File: src/rtl/cfg_mult_result_encoder_pkg.sv
// Shared definitions for the configurable low-precision multiplier's result encoder:
// mode codes, per-mode offset limits and the encoder state encoding.
package cfgmult_pkg;

  localparam logic [1:0] MODE_LO  = 2'b00;
  localparam logic [1:0] MODE_MED = 2'b01;
  localparam logic [1:0] MODE_HI  = 2'b10;

  localparam logic [2:0] MAXOFF_LOMED = 3'd6;
  localparam logic [2:0] MAXOFF_HI    = 3'd0;

  typedef enum logic [2:0] {IDLE, ABS, SHIFT, ROUND, DONE} enc_state_t;

  // Mode 11 is not a distinct format; it behaves like hi.
  function automatic logic [2:0] mode_maxoff(input logic [1:0] mode);
    return ((mode == MODE_LO) || (mode == MODE_MED)) ? MAXOFF_LOMED : MAXOFF_HI;
  endfunction

endpackage

File: src/rtl/cfg_mult_result_encoder_if.sv
// Handshake bus between the accumulate stage, the result encoder and the operand consumer.
interface cfg_mult_result_encoder_if #(
  parameter int IN_W  = 17,
  parameter int SIG_W = 2,
  parameter int OFF_W = 3
);
  logic                    in_valid;
  logic                    in_ready;
  logic signed [IN_W-1:0]  in_value;
  logic [1:0]              in_mode;
  logic                    out_valid;
  logic                    out_ready;
  logic                    out_sign;
  logic [SIG_W-1:0]        out_sig;
  logic [OFF_W-1:0]        out_off;
  logic                    out_zero;
  logic                    out_ovf;

  modport master (
    output in_valid, in_value, in_mode, out_ready,
    input  in_ready, out_valid, out_sign, out_sig, out_off, out_zero, out_ovf
  );

  modport slave (
    input  in_valid, in_value, in_mode, out_ready,
    output in_ready, out_valid, out_sign, out_sig, out_off, out_zero, out_ovf
  );
endinterface

File: src/rtl/cfg_mult_result_encoder_round.sv
// Round-to-nearest-even of a normalized magnitude down to the significand field,
// folding a significand carry-out back into the offset when there is room.
module cfgmult_round #(
  parameter int MAG_W = 16,
  parameter int SIG_W = 2,
  parameter int OFF_W = 3
) (
  input  logic [MAG_W-1:0] mag,
  input  logic [OFF_W-1:0] cnt,
  output logic [SIG_W-1:0] sig,
  output logic [OFF_W-1:0] off,
  output logic             ovf
);

  localparam int GRD = MAG_W - SIG_W - 1;

  logic [SIG_W-1:0] trunc;
  logic             guard;
  logic             sticky;
  logic             up;

  function automatic logic rne_up(input logic g, input logic s, input logic lsb);
    return g & (s | lsb);
  endfunction

  always_comb begin
    trunc  = mag[MAG_W-1 -: SIG_W];
    guard  = mag[GRD];
    sticky = |mag[GRD-1:0];
    up     = rne_up(guard, sticky, trunc[0]);
    sig    = trunc;
    off    = cnt;
    ovf    = 1'b0;
    if (up) begin
      // A carry out of an all-ones significand undoes one left shift if any were taken;
      // otherwise the result pins at the largest code and flags saturation.
      if (&trunc) begin
        if (cnt != '0) begin
          sig = {1'b1, {(SIG_W-1){1'b0}}};
          off = cnt - 1'b1;
        end else begin
          ovf = 1'b1;
        end
      end else begin
        sig = trunc + 1'b1;
      end
    end
  end

endmodule

File: src/rtl/cfg_mult_result_encoder.sv
// Re-encodes a signed fixed-point multiplier sum into sign / significand / offset operand
// fields, normalizing one bit per cycle and rounding to nearest-even.
module cfg_mult_result_encoder
  import cfgmult_pkg::*;
#(
  parameter int IN_W  = 17,
  parameter int SIG_W = 2,
  parameter int OFF_W = 3
) (
  input logic                     clk,
  input logic                     reset,
  cfg_mult_result_encoder_if.slave bus
);

  localparam int MAG_W = IN_W - 1;
  localparam logic signed [IN_W-1:0] MIN_VAL = {1'b1, {MAG_W{1'b0}}};

  enc_state_t              state;
  logic signed [IN_W-1:0]  in_q;
  logic [OFF_W-1:0]        maxoff_q;
  logic [OFF_W-1:0]        cnt_q;
  logic [MAG_W-1:0]        mag_q;
  logic [MAG_W-1:0]        mag_abs;
  logic                    accept;
  logic                    shift_done;

  logic                    in_ready_q;
  logic                    out_valid_q;
  logic                    out_sign_q;
  logic [SIG_W-1:0]        out_sig_q;
  logic [OFF_W-1:0]        out_off_q;
  logic                    out_zero_q;
  logic                    out_ovf_q;

  logic [SIG_W-1:0]        rnd_sig;
  logic [OFF_W-1:0]        rnd_off;
  logic                    rnd_ovf;

  // The most negative sum has no positive twin in MAG_W bits, so it pins to all ones.
  function automatic logic [MAG_W-1:0] abs_sat(input logic signed [IN_W-1:0] v);
    logic signed [IN_W-1:0] n;
    n = -v;
    if (!v[IN_W-1])   return v[MAG_W-1:0];
    if (v == MIN_VAL) return '1;
    return n[MAG_W-1:0];
  endfunction

  assign accept     = (state == IDLE) && in_ready_q && bus.in_valid;
  assign mag_abs    = abs_sat(in_q);
  assign shift_done = mag_q[MAG_W-1] || (cnt_q == maxoff_q);

  cfgmult_round #(
    .MAG_W (MAG_W),
    .SIG_W (SIG_W),
    .OFF_W (OFF_W)
  ) u_round (
    .mag (mag_q),
    .cnt (cnt_q),
    .sig (rnd_sig),
    .off (rnd_off),
    .ovf (rnd_ovf)
  );

  // Datapath registers: only meaningful while a sum is in flight, so no reset.
  always_ff @(posedge clk) begin
    case (state)
      IDLE: begin
        if (accept) begin
          in_q     <= bus.in_value;
          maxoff_q <= OFF_W'(mode_maxoff(bus.in_mode));
        end
      end
      ABS: begin
        mag_q <= mag_abs;
        cnt_q <= '0;
      end
      SHIFT: begin
        if (!shift_done) begin
          mag_q <= mag_q << 1;
          cnt_q <= cnt_q + 1'b1;
        end
      end
      default: ;
    endcase
  end

  // Control FSM and result registers.
  always_ff @(posedge clk or negedge reset) begin
    if (!reset) begin
      state       <= IDLE;
      in_ready_q  <= 1'b0;
      out_valid_q <= 1'b0;
      out_sign_q  <= 1'b0;
      out_sig_q   <= '0;
      out_off_q   <= '0;
      out_zero_q  <= 1'b0;
      out_ovf_q   <= 1'b0;
    end else begin
      case (state)
        IDLE: begin
          in_ready_q <= 1'b1;
          if (accept) begin
            in_ready_q <= 1'b0;
            state      <= ABS;
          end
        end
        ABS: begin
          if (mag_abs == '0) begin
            out_sign_q <= in_q[IN_W-1];
            out_sig_q  <= '0;
            out_off_q  <= '0;
            out_zero_q <= 1'b1;
            out_ovf_q  <= 1'b0;
            state      <= DONE;
          end else begin
            state <= SHIFT;
          end
        end
        SHIFT: begin
          if (shift_done) state <= ROUND;
        end
        ROUND: begin
          out_sign_q <= in_q[IN_W-1];
          out_sig_q  <= rnd_sig;
          out_off_q  <= rnd_off;
          out_zero_q <= 1'b0;
          out_ovf_q  <= rnd_ovf;
          state      <= DONE;
        end
        DONE: begin
          if (!out_valid_q) begin
            out_valid_q <= 1'b1;
          end else if (bus.out_ready) begin
            out_valid_q <= 1'b0;
            in_ready_q  <= 1'b1;
            state       <= IDLE;
          end
        end
        default: state <= IDLE;
      endcase
    end
  end

  assign bus.in_ready  = in_ready_q;
  assign bus.out_valid = out_valid_q;
  assign bus.out_sign  = out_sign_q;
  assign bus.out_sig   = out_sig_q;
  assign bus.out_off   = out_off_q;
  assign bus.out_zero  = out_zero_q;
  assign bus.out_ovf   = out_ovf_q;

endmodule

File: src/flat_wrapper.sv
// flat-port wrapper written by rule: the top's interface ports become plain ports
module cfg_mult_result_encoder_flat import cfgmult_pkg::*;
#(
  parameter int IN_W  = 17,
  parameter int SIG_W = 2,
  parameter int OFF_W = 3
)
  (clk, reset, bus_in_valid, bus_in_value, bus_in_mode, bus_out_ready, bus_in_ready, bus_out_valid, bus_out_sign, bus_out_sig, bus_out_off, bus_out_zero, bus_out_ovf);
  cfg_mult_result_encoder_if #(.IN_W(IN_W), .SIG_W(SIG_W), .OFF_W(OFF_W)) bus_i ();
  input logic clk;
  input logic reset;
  input wire logic [$bits(bus_i.in_valid)-1:0] bus_in_valid;
  input wire logic [$bits(bus_i.in_value)-1:0] bus_in_value;
  input wire logic [$bits(bus_i.in_mode)-1:0] bus_in_mode;
  input wire logic [$bits(bus_i.out_ready)-1:0] bus_out_ready;
  output wire logic [$bits(bus_i.in_ready)-1:0] bus_in_ready;
  output wire logic [$bits(bus_i.out_valid)-1:0] bus_out_valid;
  output wire logic [$bits(bus_i.out_sign)-1:0] bus_out_sign;
  output wire logic [$bits(bus_i.out_sig)-1:0] bus_out_sig;
  output wire logic [$bits(bus_i.out_off)-1:0] bus_out_off;
  output wire logic [$bits(bus_i.out_zero)-1:0] bus_out_zero;
  output wire logic [$bits(bus_i.out_ovf)-1:0] bus_out_ovf;
  assign bus_i.in_valid = bus_in_valid;
  assign bus_i.in_value = bus_in_value;
  assign bus_i.in_mode = bus_in_mode;
  assign bus_i.out_ready = bus_out_ready;
  assign bus_in_ready = bus_i.in_ready;
  assign bus_out_valid = bus_i.out_valid;
  assign bus_out_sign = bus_i.out_sign;
  assign bus_out_sig = bus_i.out_sig;
  assign bus_out_off = bus_i.out_off;
  assign bus_out_zero = bus_i.out_zero;
  assign bus_out_ovf = bus_i.out_ovf;
  cfg_mult_result_encoder #(.IN_W(IN_W), .SIG_W(SIG_W), .OFF_W(OFF_W)) u_core (.clk(clk), .reset(reset), .bus(bus_i));
endmodule
File: config.mk
export PLATFORM = sky130hd
export DESIGN_NAME = cfg_mult_result_encoder_flat
export DESIGN_NICKNAME = d
export VERILOG_FILES = /design/src/rtl/cfg_mult_result_encoder_pkg.sv /design/src/rtl/cfg_mult_result_encoder_if.sv /design/src/rtl/cfg_mult_result_encoder_round.sv /design/src/rtl/cfg_mult_result_encoder.sv /design/src/flat_wrapper.sv
export SDC_FILE = /design/constraint.sdc
export NUM_CORES = 1
export LEC_CHECK = 0
export CORE_MARGIN = 4
export CORE_UTILIZATION = 45
export DETAILED_ROUTE_END_ITERATION = 6
export HOLD_SLACK_MARGIN = 0.08
export PLACE_DENSITY = 0.66
export SYNTH_ARGS = -nofsm -noshare
export SYNTH_HDL_FRONTEND = slang
export SYNTH_HIERARCHICAL = 1
export SYNTH_SLANG_ARGS = --single-unit
File: constraint.sdc
create_clock -name clk -period 3.4 [get_ports clk]
set_input_delay 0.51 -clock clk [delete_from_list [all_inputs] [get_ports clk]]
set_output_delay 0.51 -clock clk [all_outputs]
set_load 0.1 [all_outputs]
Word level (Yosys, flattened, before mapping) --
Cells that the tools add are included.
Operators by class: shift-type cells 0, magnitude comparators 0, mux-type cells 42, reductions and logical operators 18, equality and inequality tests 13, $add $sub $neg 4, bitwise operators 2, divide/modulo/power cells 0, multiply operators 0
Operators with widths (count):
- 16-bit two-way mux | 5
- 3-bit two-way mux | 11
- 16-bit case mux with 2 select lines | 1
- 17-bit equality test, second input constant | 1
- 16-bit logical NOT | 1
- 16-bit negator | 1
- 3-bit case mux with 5 select lines | 1
- 1-bit two-way mux | 13
- 13-bit OR reduction | 1
- 3-bit case mux with 2 select lines | 2
- 2-bit two-way mux | 4
- 2-bit by 1-bit inequality test with 1-bit output, second input constant | 4
- 1-bit case mux with 2 select lines | 4
- 2-bit AND reduction | 4
- 3-bit by 2-bit equality test with 1-bit output, second input constant | 2
- 2-bit nonzero test | 3
- 2-bit inequality test, second input constant | 2
- 2-bit case mux with 2 select lines | 1
- 4-bit AND reduction | 1
- 3-bit by 1-bit adder with 3-bit output, second input constant | 1
- 3-bit by 1-bit equality test with 1-bit output, second input constant | 1
- 3-bit equality test | 1
- 3-bit equality test, second input constant | 1
- 3-bit logical NOT | 1
- 10 further kinds | 12
Storage, ports and cells: ROM bits 0, output and inout bits 10, memories kept 0, latch bits 0, RAM bits 0, flip-flop bits (word level) 52

Longest topological paths before layout --
Gate-level depths: netlist of the first run.
word-level depth 8, depth in mapped cells 9, mapped depth without buffers 8

Modules after synthesis --
The synthesis of the first run kept the hierarchy.
By module, submodules not included:
- cfg_mult_result_encoder | area each 2667.6 um^2, instances 1, cells each 245
- cfgmult_round | area each 158.9 um^2, instances 1, cells each 23

Worst setup path after synthesis of the first run --
OpenSTA, ideal clock, no wires.
kind reg2reg, start reg u_core.in_q[0], end reg u_core.out_off_q[0], in the netlist u_core/bus.out_off[0], period minus slack after synthesis 2699 ps, cell stages (with the launch flop) 10, arrival 2579 ps, required time 3280 ps, slack 701 ps, path buffers 1, setup time 120 ps, path through edfxtp_1 -> inv_1 -> ha_1 -> or4b_1 -> buf_2 -> nor4_2 -> mux2_2 -> a22oi_2 -> a31oi_4 -> a21o_1
On the way: longest elaborated chain between the ends 8, elaborated cells between the ends (all ways) 11
RTL lines:
- start, declared | line cfg_mult_result_encoder.sv:19 | logic signed [IN_W-1:0] in_q;
- start signal, assigned | line cfg_mult_result_encoder.sv:69 | in_q <= bus.in_value;
- branches (longest 4 deep; another with 16-bit negator)
- 16-bit two-way mux * | line cfg_mult_result_encoder.sv:44 | if (v == MIN_VAL) return '1;
- 16-bit logical NOT * | line cfg_mult_result_encoder.sv:108 | if (mag_abs == '0) begin
- 2-bit by 1-bit inequality test with 1-bit output (no source line) *
- 2-bit AND reduction (no source line) *
- end signal, assigned | line cfg_mult_result_encoder.sv:125 | out_off_q <= rnd_off;
- end, declared | line cfg_mult_result_encoder.sv:31 | logic [OFF_W-1:0] out_off_q;
Every way passes the cells marked *. The select of a mux whose other input is x is not followed. A chain may end at the register's enable or synchronous reset.

Worst setup path after layout of the first run --
start reg u_core.in_q[0], end reg u_core.out_ovf_q, in the netlist u_core/bus.out_ovf
On the way: longest elaborated chain between the ends 8, elaborated cells between the ends (all ways) 11
RTL lines:
- branches (longest 4 deep; another with 16-bit negator)
- 16-bit two-way mux * | line cfg_mult_result_encoder.sv:44
- 16-bit logical NOT * | line cfg_mult_result_encoder.sv:108
- 2-bit by 1-bit inequality test with 1-bit output (no source line) *
- 2-bit AND reduction (no source line) *
- end signal, assigned | line cfg_mult_result_encoder.sv:127 | out_ovf_q <= rnd_ovf;
- end, declared | line cfg_mult_result_encoder.sv:33 | logic out_ovf_q;
Marks and branches as above.

==> qor.log, run 1 <==
[synthesis] number of distinct standard cells referenced by the synthesized netlist 61
[timing] final sum of negative setup slack 0 ns
[timing] setup repair after global routing missed its margin no
[synthesis] Main synth FF type sky130_fd_sc_hd__edfxtp_1
[clock_tree] TritonCTS clock tree done
[setup_path] Setup crit end kind flop
[cells_and_area] commonest non-fill, non-tap cell in the layout sky130_fd_sc_hd__edfxtp_1
[timing] final count of negative-setup-slack endpoints 0
[place] last weighted congestion value of the routability-driven placer 0.913
[timing] normalized max-slew margin 35.1%
[place] number of cells in the design after placement 363
[synthesis] share of the yosys chip area belonging to registers 50.8%
[status] status completed
[pwr] worst IR drop on VDD 0.629 mV
[global_route] largest net degree at the start of global routing 22
[floorplanning] die outline area 0.00761 mm^2
[floorplanning] standard cell core area 0.00599 mm^2
[place] Setup Slack @ Placement 0.510 ns
[floorplanning] initial core utilization 47.2%
[place] detailed placer's ending HPWL 4050 um
[synthesis] flip-flop and latch count after synthesis 50
[cells_and_area] final cell count without fillers 371
[min_path] type of the tightest min-delay check flop to flop
[pwr] power per standard cell area 856 mW/mm^2
[detailed_routing] via total after detailed routing 2106
[detailed_routing] initial drt markers 99
[detailed_routing] detail-routed via count per cell 5.68
[synthesis] Ys Warns 6
[global_route] via count of the first global-routing pass 1992
[pwr] total power of the final layout 2.82 mW
[synthesis] number of standard cells after synthesis 268
[flow_run] max capacitance violation total 0
[detailed_routing] Initial DRT Pass Iterations 4
[clock_tree] number of gates given a new drive strength after cts 0
[synthesis] Avg Synthesized Cell Area 10.5 um^2
[detailed_routing] routed wire length 5580 um
[clock_tree] number of hold buffers added after CTS 0
[cells_and_area] number of antenna diodes 0
[floorplanning] count of boundary I/O pins 33
[synthesis] Synth Cell Area 0.00283 mm^2
[clock_tree] Setup Buffers After CTS 0
[synthesis] async set-or-reset flop fraction in the synthesized netlist 26.0%
[cells_and_area] commonest non-fill, non-tap cells in the layout 37 x sky130_fd_sc_hd__edfxtp_1, 31 x sky130_fd_sc_hd__clkdlybuf4s50_1, 28 x sky130_fd_sc_hd__nor2_1, 19 x sky130_fd_sc_hd__a21oi_1, 14 x sky130_fd_sc_hd__nand2_1
[floorplanning] chip width 87.3 um
[clock_tree] Clock Sink Count 50
[global_route] wire length of the first global-routing pass 9320 um
[timing] final worst slack 0.488 ns
[floorplanning] vertical die dimension 87.3 um
[clock_tree] deepest level of the CTS H-tree 2
[clock_tree] Clock Tree Buf Depth 2
[clock_tree] clock-pin slew on the worst setup and hold paths 0.09 ns
[clock_tree] root buffer cell sky130_fd_sc_hd__clkbuf_8
[cells_and_area] NumNets Final 322
[synthesis] total nets after synthesis 295
[timing] endpoints failing hold 0
[timing] Peak Freq 343 MHz
[timing] shortest clock period the worst path allows after layout 2.91 ns
[global_route] GRT Overall Usage 15.4%
[floorplanning] Placement Rows 28
[setup_path] CP Class flop to flop
[timing] worst-margin pin slew 0.970 ns
[global_route] initial antenna violation count 0
[setup_path] Arrival @ worst endpoint 3.11 ns
[cells_and_area] synthesis-to-layout area growth 16.8%
[timing] final number of max-transition violations 0
[timing] clock tree skew after final layout 0.0126 ns
[setup_path] critical path fanouts, max 7
[timing] Hold Worst Slack 0.513 ns
[detailed_routing] Routed WL per cell 15.0 um
[timing] Final period util 85.7%
[global_route] global route overflow 0
[setup_path] Worst Path Required 3.60 ns
[clock_tree] Clock Latency Late Sink 0.30 ns
[cells_and_area] share of post-route cells with drive strength above 1 10.1%
[detailed_routing] Final ANT Viol Nets 0
[clock_tree] CTS buffer count 5
[pwr] Pleak 1.18 nW
[synthesis] number of enable-type register cells in the synthesized netlist 37
[setup_path] launching element type of the critical path flop
[place] count of buffers inserted at the top-level ports 31
[detailed_routing] Remaining DRCs 0
==> layer usage <==
layer  vias to the layer above  track usage, %  wire length [um]  share of wire [%]
met3                         4            2.93               203                3.6
met5                         -               0                 0                  0
met2                        36            24.3              2620                 47
li1                       1062               -                 -                  -
met1                      1004            21.7              2720                 49
met4                         0            3.77                38               0.68
==> cells by family after synthesis <==
kind of cell | synth area share, %
simple gates | 20.9
compound gates | 16.6
xor+xnor | 4.03
fa+ha+maj | 1.77
flops | 50.8
buf+inv | 4.07
mux | 1.81
==> Yosys cell counts (all sizes together) (7+ instances only) <==
cell / instances / area share [%]
a21o: 10 / 2.7
a21oi: 20 / 3.7
a31oi: 7 / 2.1
clkbuf: 11 / 1.5
dfrtp: 13 / 12
edfxtp: 37 / 39
inv: 8 / 1.1
nand2: 14 / 1.9
nor2: 28 / 3.7
nor3: 9 / 1.9
nor4: 9 / 2.2
o21ai: 8 / 1.4
xnor2: 7 / 2.2
==> per-stage QoR <==
step           util, %  instance area [um^2]
4_1_cts           55.1                  3300
5_1_grt           55.1                  3300
3_5_place_dp      53.3                  3190
2_1_floorplan        -                  2830
3_3_place_gp      53.3                  3190
6_report          55.1                  3300
==> critical path, stage by stage (launching register included) <==
cell and delay [ns]:
sky130_fd_sc_hd__edfxtp_1 0.49, sky130_fd_sc_hd__inv_1 0.12, sky130_fd_sc_hd__ha_1 0.24, sky130_fd_sc_hd__or4b_1 0.61, sky130_fd_sc_hd__nor4_2 0.27, sky130_fd_sc_hd__mux2_2 0.38
sky130_fd_sc_hd__a22oi_2 0.29, sky130_fd_sc_hd__a31oi_4 0.19, sky130_fd_sc_hd__a21o_1 0.21
==> worst paths after layout <==
kind | from | endpoint | slack [ns] | depth (start not counted)
setup / recovery | u_core/in_q[0]$_DFFE_PP_ | u_core/bus.out_ovf$_DFFE_PN0P_ | 0.49 | 8
hold / removal | u_core/bus.out_sig[1]$_DFFE_PN0P_ | u_core/bus.out_sig[1]$_DFFE_PN0P_ | 0.51 | 1
setup reg to reg | u_core/in_q[0]$_DFFE_PP_ | u_core/bus.out_ovf$_DFFE_PN0P_ | 0.49 | 8
hold reg to reg | u_core/bus.out_sig[1]$_DFFE_PN0P_ | u_core/bus.out_sig[1]$_DFFE_PN0P_ | 0.51 | 1
max in group asynchronous | reset | u_core/bus.out_zero$_DFFE_PN0P_ | 2.41 | 1
min in group asynchronous | reset | u_core/bus.out_off[1]$_DFFE_PN0P_ | 0.58 | 1
==> final cells by class <==
class / instances / area [um^2]
Fill cell: 528 / 2690
Inverter: 9 / 33.8
Clock inverter: 1 / 30.0
Tap cell: 75 / 93.8
Clock buffer: 7 / 76.3
Multi-Input combinational cell: 192 / 1270
Timing Repair Buffer: 37 / 355
Sequential cell: 50 / 1440
==> sequential cells by signal, summed over array words and instances (netlist names) <==
register,flops
u_core/bus.out_off,3
u_core/mag_q,16
u_core/bus.out_zero,1
u_core/state,3
u_core/bus.out_sign,1
u_core/maxoff_q,1
u_core/cnt_q,3
u_core/bus.in_ready,1
u_core/bus.out_ovf,1
u_core/bus.out_sig,2
u_core/in_q,17
u_core/bus.out_valid,1
==> power breakdown <==
part | leakage (nW) | internal [mW] | switching [mW]
logic | 0.642 | 0.444 | 0.765
clock network | 0.0524 | 0.220 | 0.182
registers | 0.488 | 0.978 | 0.235
total | 1.18 | 1.64 | 1.18
Note: power is estimated with default switching activity, not from simulation.
==> run 2: changes to the inputs <==
--- a/config.mk
+++ b/config.mk
@@ -10,6 +10,7 @@
 export DETAILED_ROUTE_END_ITERATION = 6
 export HOLD_SLACK_MARGIN = 0.08
 export PLACE_DENSITY = 0.66
+export SKIP_CTS_REPAIR_TIMING = 1
 export SYNTH_ARGS = -nofsm -noshare
 export SYNTH_HDL_FRONTEND = slang
 export SYNTH_HIERARCHICAL = 1
==> results of run 2 <==
No change in the layout: final DEF, timing and power equal those of run 1.
==> run 3: changes to the inputs <==
==> constraint.sdc (replaced) <==
create_clock -name clk -period 3.3 [get_ports clk]
set_input_delay 0.495 -clock clk [delete_from_list [all_inputs] [get_ports clk]]
set_output_delay 0.495 -clock clk [all_outputs]
set_load 0.1 [all_outputs]
==> qor.log, run 3 (synthesized netlist as in run 1, its figures left out) <==
[status] status completed
[setup_path] launching element type of the critical path flop
[floorplanning] vertical die dimension 87.3 um
[setup_path] slowest cell on the critical path sky130_fd_sc_hd__or4b_1
[cells_and_area] commonest non-fill, non-tap cell in the layout sky130_fd_sc_hd__edfxtp_1
[timing] normalized max-slew margin 35.3%
[cells_and_area] most flop-heavy register u_core/in_q
[cells_and_area] share of post-route cells with drive strength above 1 10.5%
[setup_path] Setup crit end kind flop
[setup_path] critical path fanouts, max 7
[detailed_routing] Routed WL per cell 15.1 um
[clock_tree] Clock Sink Count 50
[floorplanning] die outline area 0.00761 mm^2
[floorplanning] chip width 87.3 um
[place] count of buffers inserted at the top-level ports 31
[pwr] power per standard cell area 892 mW/mm^2
[global_route] global route overflow 0
[global_route] wire length of the first global-routing pass 9320 um
[detailed_routing] Final ANT Viol Nets 0
[clock_tree] deepest level of the CTS H-tree 2
[timing] shortest clock period the worst path allows after layout 2.90 ns
[timing] endpoints failing hold 0
[timing] Final period util 87.9%
[timing] worst-margin pin slew 0.968 ns
[setup_path] CP Class flop to flop
[timing] final count of negative-setup-slack endpoints 0
[flow_run] max capacitance violation total 0
[detailed_routing] detail-routed via count per cell 5.63
[setup_path] R2R setup slack 0.40 ns
[detailed_routing] routed wire length 5590 um
[floorplanning] initial core utilization 47.2%
[floorplanning] Placement Rows 28
[min_path] type of the tightest min-delay check flop to flop
[detailed_routing] via total after detailed routing 2084
[setup_path] Worst Path Required 3.51 ns
[place] detailed placer's ending HPWL 4070 um
[floorplanning] standard cell core area 0.00599 mm^2
[clock_tree] CTS buffer count 5
[place] Setup Slack @ Placement 0.438 ns
[global_route] largest net degree at the start of global routing 28
[detailed_routing] initial drt markers 100
[global_route] initial antenna violation count 0
[cells_and_area] commonest non-fill, non-tap cells in the layout 37 x sky130_fd_sc_hd__edfxtp_1, 31 x sky130_fd_sc_hd__clkdlybuf4s50_1, 28 x sky130_fd_sc_hd__nor2_1, 19 x sky130_fd_sc_hd__a21oi_1, 14 x sky130_fd_sc_hd__nand2_1
[clock_tree] root buffer cell sky130_fd_sc_hd__clkbuf_8
[cells_and_area] flip-flop count of the largest register, all copies and words added 17
[timing] clock tree skew after final layout 0.0135 ns
[setup_path] Arrival @ worst endpoint 3.11 ns
[setup_path] worst-path cell chain inv_1 > ha_1 > or4b_1 > o41ai_1 > xnor2_1 > a211oi_2 > a31oi_4 > a21o_1
[pwr] Pleak 1.19 nW
[place] last weighted congestion value of the routability-driven placer 0.900
[cells_and_area] NumNets Final 321
[timing] setup repair after global routing missed its margin no
[cells_and_area] largest registers u_core/in_q (17), u_core/mag_q (16)
[clock_tree] Clock Latency Late Sink 0.31 ns
[detailed_routing] Remaining DRCs 0
[cells_and_area] number of antenna diodes 0
[floorplanning] count of boundary I/O pins 33
[setup_path] peak per-stage delay on the critical path 0.62 ns
[global_route] GRT Overall Usage 15.7%
[clock_tree] clock-pin slew on the worst setup and hold paths 0.10 ns
[cells_and_area] synthesis-to-layout area growth 17.4%
[timing] final worst slack 0.398 ns
[timing] final number of max-transition violations 0
[pwr] worst IR drop on VDD 0.616 mV
[detailed_routing] Initial DRT Pass Iterations 4
[timing] final sum of negative setup slack 0 ns
[cells_and_area] Filler Cell Count 553
[clock_tree] Clock Tree Buf Depth 2
[global_route] via count of the first global-routing pass 2002
[clock_tree] TritonCTS clock tree done
[timing] Peak Freq 345 MHz
## run 3: cell count changes in the layout (fill, tap and decap cells not counted)
cell                        delta
sky130_fd_sc_hd__clkbuf_16     +1
sky130_fd_sc_hd__clkinv_4      +1
sky130_fd_sc_hd__clkbuf_1      -2
sky130_fd_sc_hd__buf_4         -1
## run 3: area by class of cell
cell class,count,area [um^2],share of cell area (%)
Sequential cell,50,1440,43.3
Multi-Input combinational cell,192,1270,38.4
Timing Repair Buffer,36,348,10.5
Clock buffer,6,93.8,2.83
Tap cell,75,93.8,2.83
Clock inverter,2,38.8,1.17
Inverter,9,33.8,1.02
## run 3: worst paths after layout
check | cells after the start | end | from
min in group asynchronous | 1 | u_core/bus.out_ovf$_DFFE_PN0P_ | reset
setup / recovery | 8 | u_core/bus.out_off[2]$_DFFE_PN0P_ | u_core/in_q[0]$_DFFE_PP_
hold reg to reg | 1 | u_core/bus.out_off[0]$_DFFE_PN0P_ | u_core/bus.out_off[0]$_DFFE_PN0P_
max in group asynchronous | 1 | u_core/state[2]$_DFFE_PN0P_ | reset
hold / removal | 1 | u_core/bus.out_off[0]$_DFFE_PN0P_ | u_core/bus.out_off[0]$_DFFE_PN0P_
setup reg to reg | 8 | u_core/bus.out_off[2]$_DFFE_PN0P_ | u_core/in_q[0]$_DFFE_PP_
## run 3: metrics by stage
step	cells	hold WS [ns]	total power [mW]	utilization, %	instance area [um^2]
floorplan	268	0.199	2.18	-	2830
global placement	362	0.488	2.48	53.2	3190
detailed placement	362	0.498	2.50	53.2	3190
CTS	370	0.522	2.99	55.4	3320
global route	370	0.551	3.17	55.4	3320
finish	370	0.519	2.96	55.4	3320
## run 3: per-layer routing
| layer | global-route usage (%) | up-vias | part of all wire, % |
|---|---|---|---|
| met5 | 0 | - | 0 |
| met4 | 6.56 | 0 | 2.3 |
| met3 | 3.50 | 8 | 3.6 |
| met2 | 24.7 | 34 | 46 |
| met1 | 20.8 | 986 | 48 |
| li1 | - | 1056 | - |
## run 3: critical path, delay by kind of cell, from the launching register on
kind                       cells  cell delay [ns]
DFF                            1             0.49
adders and majority gates      1             0.23
xor gates and xnor gates       1             0.19
buffers and inverters          1             0.12
and+or+nand+nor                1             0.62
AOI/OAI and AO/OA              4             1.15
## run 3: power breakdown
part           switching (mW)  internal, mW
Sequential              0.229          1.01
Combinational           0.790         0.455
Clock                   0.205         0.273
